==> src/rtl/leg_mem_pkg.sv <==
// leg_mem_pkg: shared types, HSIZE encodings and alignment rule for the memory port arbiter.
package leg_mem_pkg;
   typedef enum logic [1:0] {IDLE, ACCESS, RESP} state_t;
   typedef enum logic {OWN_I, OWN_D} owner_t;
   localparam logic [2:0] HSIZE_BYTE = 3'b000;
   localparam logic [2:0] HSIZE_HALF = 3'b001;
   localparam logic [2:0] HSIZE_WORD = 3'b010;
   function automatic logic is_aligned(input logic [1:0] addr, input logic [2:0] size);
      return size[1:0] != 2'b11 && !(size == HSIZE_HALF && addr[0]) && !(size == HSIZE_WORD && addr != 2'b00);
   endfunction
endpackage

==> src/rtl/mem_arb_priority.sv <==
// mem_arb_priority: D-over-I grant select with a saturating starvation counter that lets I win.
module mem_arb_priority #(
   parameter int MAX_STARVE = 4
) (
   input  logic clk,
   input  logic reset,
   input  logic i_req,
   input  logic d_req,
   input  logic grant_strobe,
   output logic grant_i,
   output logic grant_d
);
   logic [7:0] starve_q, starve_d;
   logic       starved;
   always_comb begin
      starved  = starve_q == 8'(MAX_STARVE);
      grant_i  = i_req && (!d_req || starved);
      grant_d  = d_req && !grant_i;
      starve_d = (grant_strobe && grant_i) ? 8'd0 :
                 (grant_strobe && grant_d && i_req && !starved) ? starve_q + 8'd1 : starve_q;
   end
   always_ff @(posedge clk) begin
      if (reset) starve_q <= 8'd0;
      else       starve_q <= starve_d;
   end
endmodule

==> src/rtl/mem_port_arbiter.sv <==
// mem_port_arbiter: shares one memory port between instruction fetch (I) and data (D) requesters,
// sequencing each access with WAIT_STATES extra cycles and a one-cycle completion pulse.
module mem_port_arbiter
   import leg_mem_pkg::*;
#(
   parameter int WAIT_STATES = 0,
   parameter int MAX_STARVE  = 4
) (
   input  logic        clk,
   input  logic        reset,
   input  logic        i_req,
   input  logic [31:0] i_addr,
   output logic [31:0] i_rd,
   output logic        i_valid,
   input  logic        d_req,
   input  logic        d_we,
   input  logic [31:0] d_addr,
   input  logic [31:0] d_wd,
   input  logic [2:0]  d_size,
   output logic [31:0] d_rd,
   output logic        d_valid,
   output logic        d_err,
   output logic        m_hsel,
   output logic        m_re,
   output logic        m_we,
   output logic [31:0] m_addr,
   output logic [31:0] m_wd,
   output logic [2:0]  m_hsize,
   input  logic [31:0] m_rd
);
   state_t      state_q, state_d;
   owner_t      owner_q, owner_d;
   logic        we_q, we_d, err_q, err_d;
   logic [3:0]  wait_q, wait_d;
   logic [31:0] addr_q, addr_d, wd_q, wd_d, i_rd_q, i_rd_d, d_rd_q, d_rd_d;
   logic [2:0]  hsize_q, hsize_d;
   logic        grant_i, grant_d, grant_strobe, last, acc, resp, d_bad;
   mem_arb_priority #(.MAX_STARVE(MAX_STARVE)) u_prio (
      .clk(clk), .reset(reset), .i_req(i_req), .d_req(d_req),
      .grant_strobe(grant_strobe), .grant_i(grant_i), .grant_d(grant_d)
   );
   always_comb begin
      grant_strobe = state_q == IDLE && (i_req || d_req);
      last    = wait_q == 4'(WAIT_STATES);
      d_bad   = !is_aligned(d_addr[1:0], d_size);
      state_d = state_q;
      owner_d = owner_q;
      we_d    = we_q;
      err_d   = err_q;
      wait_d  = wait_q;
      addr_d  = addr_q;
      wd_d    = wd_q;
      hsize_d = hsize_q;
      i_rd_d  = i_rd_q;
      d_rd_d  = d_rd_q;
      case (state_q)
         IDLE: begin
            if (grant_i) begin
               state_d = ACCESS;
               owner_d = OWN_I;
               we_d    = 1'b0;
               err_d   = 1'b0;
               wait_d  = 4'd0;
               addr_d  = i_addr & ~32'h3;
               wd_d    = 32'd0;
               hsize_d = HSIZE_WORD;
            end else if (grant_d) begin
               state_d = d_bad ? RESP : ACCESS;
               owner_d = OWN_D;
               we_d    = d_we;
               err_d   = d_bad;
               wait_d  = 4'd0;
               addr_d  = d_addr;
               wd_d    = d_wd;
               hsize_d = d_size;
            end
         end
         ACCESS: begin
            wait_d  = last ? wait_q : wait_q + 4'd1;
            state_d = last ? RESP : ACCESS;
            i_rd_d  = (last && owner_q == OWN_I) ? m_rd : i_rd_q;
            d_rd_d  = (last && owner_q == OWN_D) ? m_rd : d_rd_q;
         end
         default: state_d = IDLE;
      endcase
   end
   always_ff @(posedge clk) begin
      if (reset) begin
         state_q <= IDLE;
         owner_q <= OWN_I;
         we_q    <= 1'b0;
         err_q   <= 1'b0;
         wait_q  <= 4'd0;
         addr_q  <= 32'd0;
         wd_q    <= 32'd0;
         hsize_q <= 3'd0;
         i_rd_q  <= 32'd0;
         d_rd_q  <= 32'd0;
      end else begin
         state_q <= state_d;
         owner_q <= owner_d;
         we_q    <= we_d;
         err_q   <= err_d;
         wait_q  <= wait_d;
         addr_q  <= addr_d;
         wd_q    <= wd_d;
         hsize_q <= hsize_d;
         i_rd_q  <= i_rd_d;
         d_rd_q  <= d_rd_d;
      end
   end
   // The write strobe sees reset combinationally so a reset in the final cycle commits nothing.
   always_comb begin
      acc     = state_q == ACCESS;
      resp    = state_q == RESP;
      m_hsel  = acc;
      m_re    = acc && !we_q;
      m_we    = acc && we_q && last && !reset;
      m_addr  = acc ? addr_q : 32'd0;
      m_wd    = acc ? wd_q : 32'd0;
      m_hsize = acc ? hsize_q : 3'd0;
      i_valid = resp && owner_q == OWN_I;
      d_valid = resp && owner_q == OWN_D;
      d_err   = resp && owner_q == OWN_D && err_q;
      i_rd    = i_rd_q;
      d_rd    = d_rd_q;
   end
endmodule

==> config.mk <==
export PLATFORM = sky130hd
export DESIGN_NAME = mem_port_arbiter
export DESIGN_NICKNAME = d
export VERILOG_FILES = /design/src/rtl/leg_mem_pkg.sv /design/src/rtl/mem_arb_priority.sv /design/src/rtl/mem_port_arbiter.sv
export SDC_FILE = /design/constraint.sdc
export NUM_CORES = 1
export LEC_CHECK = 0
export ABC_CLOCK_PERIOD_IN_PS = 2210
export CORE_ASPECT_RATIO = 1.1
export CORE_MARGIN = 2
export CORE_UTILIZATION = 42
export CTS_BUF_LIST = sky130_fd_sc_hd__clkbuf_4 sky130_fd_sc_hd__clkbuf_8 sky130_fd_sc_hd__clkbuf_16
export DETAILED_ROUTE_END_ITERATION = 10
export GPL_ROUTABILITY_DRIVEN = 0
export GPL_TIMING_DRIVEN = 0
export PLACE_DENSITY = 0.89
export SETUP_SLACK_MARGIN = 0.2
export SLEW_MARGIN = 20
export SYNTH_ARGS = -nofsm -noshare
export SYNTH_HDL_FRONTEND = slang
export SYNTH_SLANG_ARGS = --single-unit
==> constraint.sdc <==
create_clock -name clk -period 2.21 [get_ports clk]
set_input_delay 0.442 -clock clk [delete_from_list [all_inputs] [get_ports clk]]
set_output_delay 0.442 -clock clk [all_outputs]
set_load 0.02 [all_outputs]
==> results of run 1 <==
[Yosys cell counts (2+ instances only)]
cell type  number  share of area
dfxtp_1       148           0.50
nand2_1       141          0.089
and2_1         99           0.10
a21oi_1        68          0.057
a22o_1         37          0.054
clkbuf_1       32          0.020
a221o_1        31          0.052
nor2_1         17          0.011
buf_6          10          0.019
inv_1          10         0.0063
nand3_1         9         0.0076
buf_2           5         0.0042
nor3_1          5         0.0042
ha_1            4         0.0084
nand4_1         4         0.0042
o21ai_0         4         0.0034
o22ai_1         4         0.0042
nor3b_1         3         0.0038
xnor2_1         3         0.0044
a211oi_1        2         0.0025
and3_1          2         0.0021
nand2b_1        2         0.0021
nor4_1          2         0.0021
or2_2           2         0.0021
or3b_2          2         0.0029
[cells in the final DEF, fill, tap and decap left out, drive strengths merged, types with 2 or more instances in the layout]
master and count:
a211oi 3, a21oi 68, a221o 31, a22o 37
and2 99, and3 2, buf 116, bufinv 5
clkbuf 45, clkdlybuf4s50 196, clkinv 5, dfxtp 148
dlygate4sd2 5, ha 4, inv 9, nand2 141
nand2b 2, nand3 9, nand4 4, nor2 18
nor3 6, nor3b 3, nor4 2, o21a 2
o21ai 4, o22ai 4, or2 2, or3b 3
xnor2 3
[where the power goes]
part	switching (mW)	internal [mW]	leakage, nW
clock network	1.09	2.09	0.322
registers	0.0949	2.85	1.21
logic	0.609	0.639	2.43
[cell families after synthesis]
kind of cell | after synthesis | synth area share
DFF | 148 | 0.498
AOI/OAI and AO/OA | 154 | 0.189
xor gates and xnor gates | 3 | 0.00442
buffers and inverters | 58 | 0.0503
adders and majority gates | 4 | 0.00841
muxes | 1 | 0.00189
and+or+nand+nor | 296 | 0.248
[metrics by stage]
stage          hold WS (ns)  worst slack (ns)  area, um2  utilization
2_1_floorplan         0.440             0.233       5950            -
3_5_place_dp          0.446            -0.650       8890        0.642
6_report              0.454            0.0578       9630        0.695
5_1_grt               0.463          -0.00236       9630        0.695
3_3_place_gp          0.441            -0.675       8890        0.642
4_1_cts               0.453            0.0326       9440        0.681
[metal layers]
layer	track usage	up-vias	wire length (um)
met5	0	-	0
met4	0.150	0	965
met3	0.0629	75	1290
met2	0.461	291	10700
met1	0.295	2922	8050
li1	-	2905	-
[repair_timing]
| item | CTS | global route |
|---|---|---|
| hold buffers | 0 | 0 |
| gates resized for setup | 337 | 50 |
| endpoints found under the setup margin | 163 | 95 |
| setup buffers | 14 | 8 |
| gates cloned | 0 | 2 |
| pin swaps | 2 | 8 |
[final cells by class]
cell class / count / area [um2]
multi-input cells: 458 / 2760
clock buffers: 21 / 474
flip-flops and latches: 148 / 2970
repair buffers: 294 / 2590
well taps: 188 / 235
clock inverters: 10 / 178
fillers: 1051 / 4220
plain buffers: 48 / 367
inverters: 10 / 50.0
[path summary, 6_finish.rpt]
check | start | to | slack, ns | cells past startpoint
max | wait_q[1]$_SDFFE_PP0P_ | m_we | 0.06 | 6
min | i_rd[20]$_SDFFE_PP0P_ | i_rd[20]$_SDFFE_PP0P_ | 0.45 | 2
max reg2reg | wait_q[1]$_SDFFE_PP0P_ | state_q[1]$_SDFFE_PP0P_ | 0.09 | 14
min reg2reg | i_rd[20]$_SDFFE_PP0P_ | i_rd[20]$_SDFFE_PP0P_ | 0.45 | 2
[state kept, by name (all words and copies together), names as in the netlist]
register         count
addr_q              32
d_rd                32
i_rd                32
wd_q                32
u_prio.starve_q      8
wait_q               4
hsize_q              3
state_q              2
err_q                1
owner_q              1
we_q                 1
[tightest hold or removal path, cell delays in order (launching register included)]
cell and delay, ns:
dfxtp_1 0.31, nand2_1 0.05, a21oi_1 0.05
==> flow_metrics.env, run 1 <==
export IMPL_routed_wl_um=21000
export IMPL_hold_violations=0
export IMPL_clk_pin_slew_ns=0.06
export IMPL_synth_cells=664
export IMPL_worst_pin_slew_ns=0.586
export IMPL_area_growth_syn_to_layout_pct=61.9
export IMPL_crit_family="simple AND/OR/NAND/NOR gates"
export IMPL_drc=0
export IMPL_finalMaxSlewViolations=0
export IMPL_yosysWarnings=0
export IMPL_num_io_pins=273
export IMPL_skew_ns=0.00686
export IMPL_start_util=0.430
export IMPL_tritoncts="built"
export IMPL_setup_viol_count_final=0
export IMPL_status="finished, final reports clean"
export IMPL_antenna_found_initial=0
export IMPL_maxCapViolations=0
export IMPL_cp_common_cell="nor3b_4"
export IMPL_cp_end_kind="primary output"
export IMPL_total_power_mw=7.37
export IMPL_vdd_drop_max_uv=609
export IMPL_dpl_hpwl_um=14300
export IMPL_ys_seq_elements=148
export IMPL_die_y_um=129
export IMPL_insertion_delay_ns=0.42
export IMPL_avgSynthCellArea_um2=8.96
export IMPL_hold_class="reg -> reg"
export IMPL_power_density_mw_per_mm2=766
export IMPL_crit_fanout=2
export IMPL_worstSetupPathType="reg -> out"
export IMPL_fp_dieArea_mm2=0.0151
export IMPL_ctsHtreeMaxLevel=4
export IMPL_routed_via_count=6193
export IMPL_rsz0062_at_grt="true"
export IMPL_syn_num_nets=804
export IMPL_nets=1117
export IMPL_fin_cells=1177
export IMPL_numPortBuffers=270
export IMPL_cp_arrival_ns=1.71
export IMPL_fp_coreArea_mm2=0.0139
export IMPL_cts_buffer_depth=2
export IMPL_synthArstFlopShare=0
export IMPL_cts_sinks=148
export IMPL_antenna_cells=0
export IMPL_fin_crit_sh=0.974
export IMPL_cp_required_ns=1.77
export IMPL_grt_pass1_wl_um=31400
export IMPL_final_antenna_net_count=0
export IMPL_synth_edf_count=0
export IMPL_first_iter_violations=442
export IMPL_ctsRootBufferMaster="clkbuf_16"
export IMPL_fp_dieW_um=117
export IMPL_fin_setup_tns_ns=0
export IMPL_drive_above_1_share=0.194
export IMPL_std_cell_rows=45
export IMPL_cts_buffers=17
export IMPL_drt_first_pass_iters=6
export IMPL_start_kind="register"
export IMPL_synth_distinct_cells=43
export IMPL_crit_buf_inv=2
export IMPL_grtUsageTotal=0.263
export IMPL_grt_max_degree=17
export IMPL_synth_flop_cell="dfxtp_1"
export IMPL_p_leak_nw=3.96
export IMPL_place_inst=1122
export IMPL_crit_chain="inv_2 -> ha_4 -> nor3b_4 -> nand2_2 -> nor3b_4 -> buf_6"
export IMPL_grt_pass1_vias=6070
export IMPL_period_needed_ns=2.15
export IMPL_cp_slowest_stage_delay_ns=0.33
export IMPL_via_per_inst=5.26
export IMPL_slew_headroom=0.609
export IMPL_cp_slowest_cell="dfxtp_2"
export IMPL_post_drt_wl_per_cell_um=17.8
export IMPL_syn_cell_area_mm2=0.00595
export IMPL_yosysSeqAreaShare=0.498
export IMPL_overflow=0
export IMPL_max_freq_mhz=465
Power figures use the tool's default switching activity.
==> run 2: changes to the inputs <==
CORE_MARGIN = 4   (was 2)
SLEW_MARGIN = default   (was 20)
==> run 2 against run 1 <==
Effect of this change: total power fell by 5.3%; cell count decreased by 0.51%; sequential share of layout area increased by 0.56 points; sequential power about the same; critical path depth did not move; critical endpoint unchanged; largest power group is now sequential cells.
==> flow_metrics.env, run 2 (same netlist as run 1, synthesis figures left out) <==
export IMPL_cts_buffer_depth=2
export IMPL_grt_use_met3=0.0534
export IMPL_routed_via_count=6043
export IMPL_crit_fanout=3
export IMPL_cp_required_ns=1.77
export IMPL_holdBufCountCts=0
export IMPL_antenna_cells=0
export IMPL_drt_first_pass_iters=5
export IMPL_final_antenna_net_count=0
export IMPL_p_leak_nw=3.90
export IMPL_area_growth_syn_to_layout_pct=59.0
export IMPL_fp_coreArea_mm2=0.0139
export IMPL_p_sw_mw=1.78
export IMPL_fin_crit_sh=0.942
export IMPL_crit_buf_inv=2
export IMPL_clkPwrFrac=0.407
export IMPL_tritoncts="built"
export IMPL_fin_ws_ns=0.129
export IMPL_layout_common_cells="195 x clkdlybuf4s50_1, 141 x dfxtp_1, 140 x nand2_1"
export IMPL_start_util=0.430
export IMPL_fp_dieArea_mm2=0.0161
export IMPL_worstSetupPathType="reg -> out"
export IMPL_crit_chain="inv_2 -> ha_4 -> nor3b_4 -> nand2_2 -> nor3b_2 -> buf_4"
export IMPL_cts_sinks=148
export IMPL_start_kind="register"
export IMPL_ctsHtreeMaxLevel=4
export IMPL_final_common_cell="clkdlybuf4s50_1"
export IMPL_fin_setup_tns_ns=0
export IMPL_slew_headroom=0.601
export IMPL_hold_violations=0
export IMPL_rr_worst_depth=7
export IMPL_insertion_delay_ns=0.42
export IMPL_hold_start="i_req"
export IMPL_setup_viol_count_final=0
export IMPL_maxCapViolations=0
export IMPL_hold_class="in -> reg"
export IMPL_globalRouteMet2Util=0.420
export IMPL_grt_pass1_vias=5682
export IMPL_post_route_util=0.683
export IMPL_fp_dieW_um=121
export IMPL_whs_endpoint="hsize_q[1]$_SDFFE_PP0P_"
export IMPL_period_needed_ns=2.08
export IMPL_die_y_um=133
export IMPL_cts_buffers=17
export IMPL_dpl_hpwl_um=15000
export IMPL_r2r_start="u_prio.starve_q[0]$_SDFFE_PP0P_"
export IMPL_p_sw_frac=0.254
export IMPL_pwr_share_comb=0.171
export IMPL_finalMaxSlewViolations=0
export IMPL_globalRouteMet1Util=0.275
export IMPL_routed_wl_um=20500
export IMPL_numPortBuffers=270
export IMPL_seqPwrFrac=0.422
export IMPL_skew_ns=0.00785
export IMPL_crit_family="simple AND/OR/NAND/NOR gates"
export IMPL_whs_ns=0.427
export IMPL_status="finished, final reports clean"
export IMPL_drive_above_1_share=0.184
export IMPL_nets=1111
export IMPL_cp_slowest_stage_delay_ns=0.34
export IMPL_cp_slowest_cell="dfxtp_2"
export IMPL_cp_end_kind="primary output"
export IMPL_clk_pin_slew_ns=0.06
export IMPL_r2r_end="state_q[1]$_SDFFE_PP0P_"
export IMPL_std_cell_rows=45
export IMPL_num_io_pins=273
export IMPL_grt_max_degree=17
export IMPL_reg2reg_slack_ns=0.19
export IMPL_cp_arrival_ns=1.64
export IMPL_first_iter_violations=464
export IMPL_worst_pin_slew_ns=0.593
export IMPL_vdd_drop_max_uv=475
export IMPL_drc=0
export IMPL_internal_power_mw=5.21
export IMPL_grtUsageTotal=0.239
export IMPL_antenna_found_initial=0
export IMPL_grt_pass1_wl_um=30200
export IMPL_rsz0062_at_grt="true"
export IMPL_overflow=0
export IMPL_ctsRootBufferMaster="clkbuf_16"
export IMPL_busiest_layer="met2"
export IMPL_total_power_mw=6.98
export IMPL_pre_cts_slack_ns=-0.554
export IMPL_min_path_cells=3
export IMPL_max_freq_mhz=480
export IMPL_post_drt_wl_per_cell_um=17.5
export IMPL_power_density_mw_per_mm2=738
export IMPL_via_per_inst=5.16
## run 2: cell types whose count changed in the layout (fill, tap and decap cells not counted), sizes merged
cell           before  now
buf               116  105
clkinv              5    8
dlymetal6s2s        0    2
clkdlybuf4s50     196  195
dlygate4sd2         5    4
clkbuf             45   50
bufinv              5    2
## run 2: power groups by stage
stage / registers (mW) / logic [mW] / clock network [mW]
finish: 2.94 / 1.20 / 2.84
global route: 2.96 / 1.28 / 3.00
detailed placement: 2.99 / 1.14 / 0
floorplan: 3.03 / 0.500 / 0
global placement: 2.99 / 1.12 / 0
CTS: 2.94 / 1.16 / 2.87
## run 2: metrics by stage
| stage | instance area (um2) | instances |
|---|---|---|
| 2_1_floorplan | 5950 | 664 |
| 3_3_place_gp | 8890 | 1122 |
| 3_5_place_dp | 8890 | 1122 |
| 4_1_cts | 9300 | 1158 |
| 5_1_grt | 9460 | 1171 |
| 6_report | 9460 | 1171 |
## run 2: cell type report
class	count	area [um2]
tap	188	235
buffer	48	354
multi-input combinational	458	2740
inverter	10	50.0
sequential	148	2970
clock buffer	21	474
clock inverter	10	106
timing repair buffer	288	2530
fill	1084	4390
## run 2: metal layers
metal	part of all wire	wire length (um)
met5	0	0
met4	0.035	710
met3	0.056	1140
met2	0.52	10600
met1	0.39	8050
## run 2: timing repair
item / in CTS / in global routing
cloned: 0 / 2
pin swaps: 0 / 6
endpoints found under the setup margin: 136 / 134
gates resized for setup: 332 / 35
endpoints found under the hold margin: 0 / 0
setup buffers: 5 / 11
## run 2: worst reg2reg max path: stages, from the launching register on
cell and delay (ns):
dfxtp_2 0.34, inv_2 0.05, ha_1 0.13, or4b_4 0.50, o21a_4 0.24, buf_12 0.13
o22ai_1 0.33, o22ai_1 0.15
## run 2: how the worst max path moves through the flow
stage,slack (ns),depth (start not counted),start,to
final,0.13,6,wait_q[0]$_SDFFE_PP0P_,m_we
after detailed placement,-0.55,6,state_q[1]$_SDFFE_PP0P_,m_we
after global placement,-0.57,6,state_q[1]$_SDFFE_PP0P_,m_we
after global routing,0.03,6,wait_q[0]$_SDFFE_PP0P_,m_we
after CTS,0.03,4,reset,m_we
after floorplan,0.23,5,wait_q[0]$_SDFFE_PP0P_,m_we
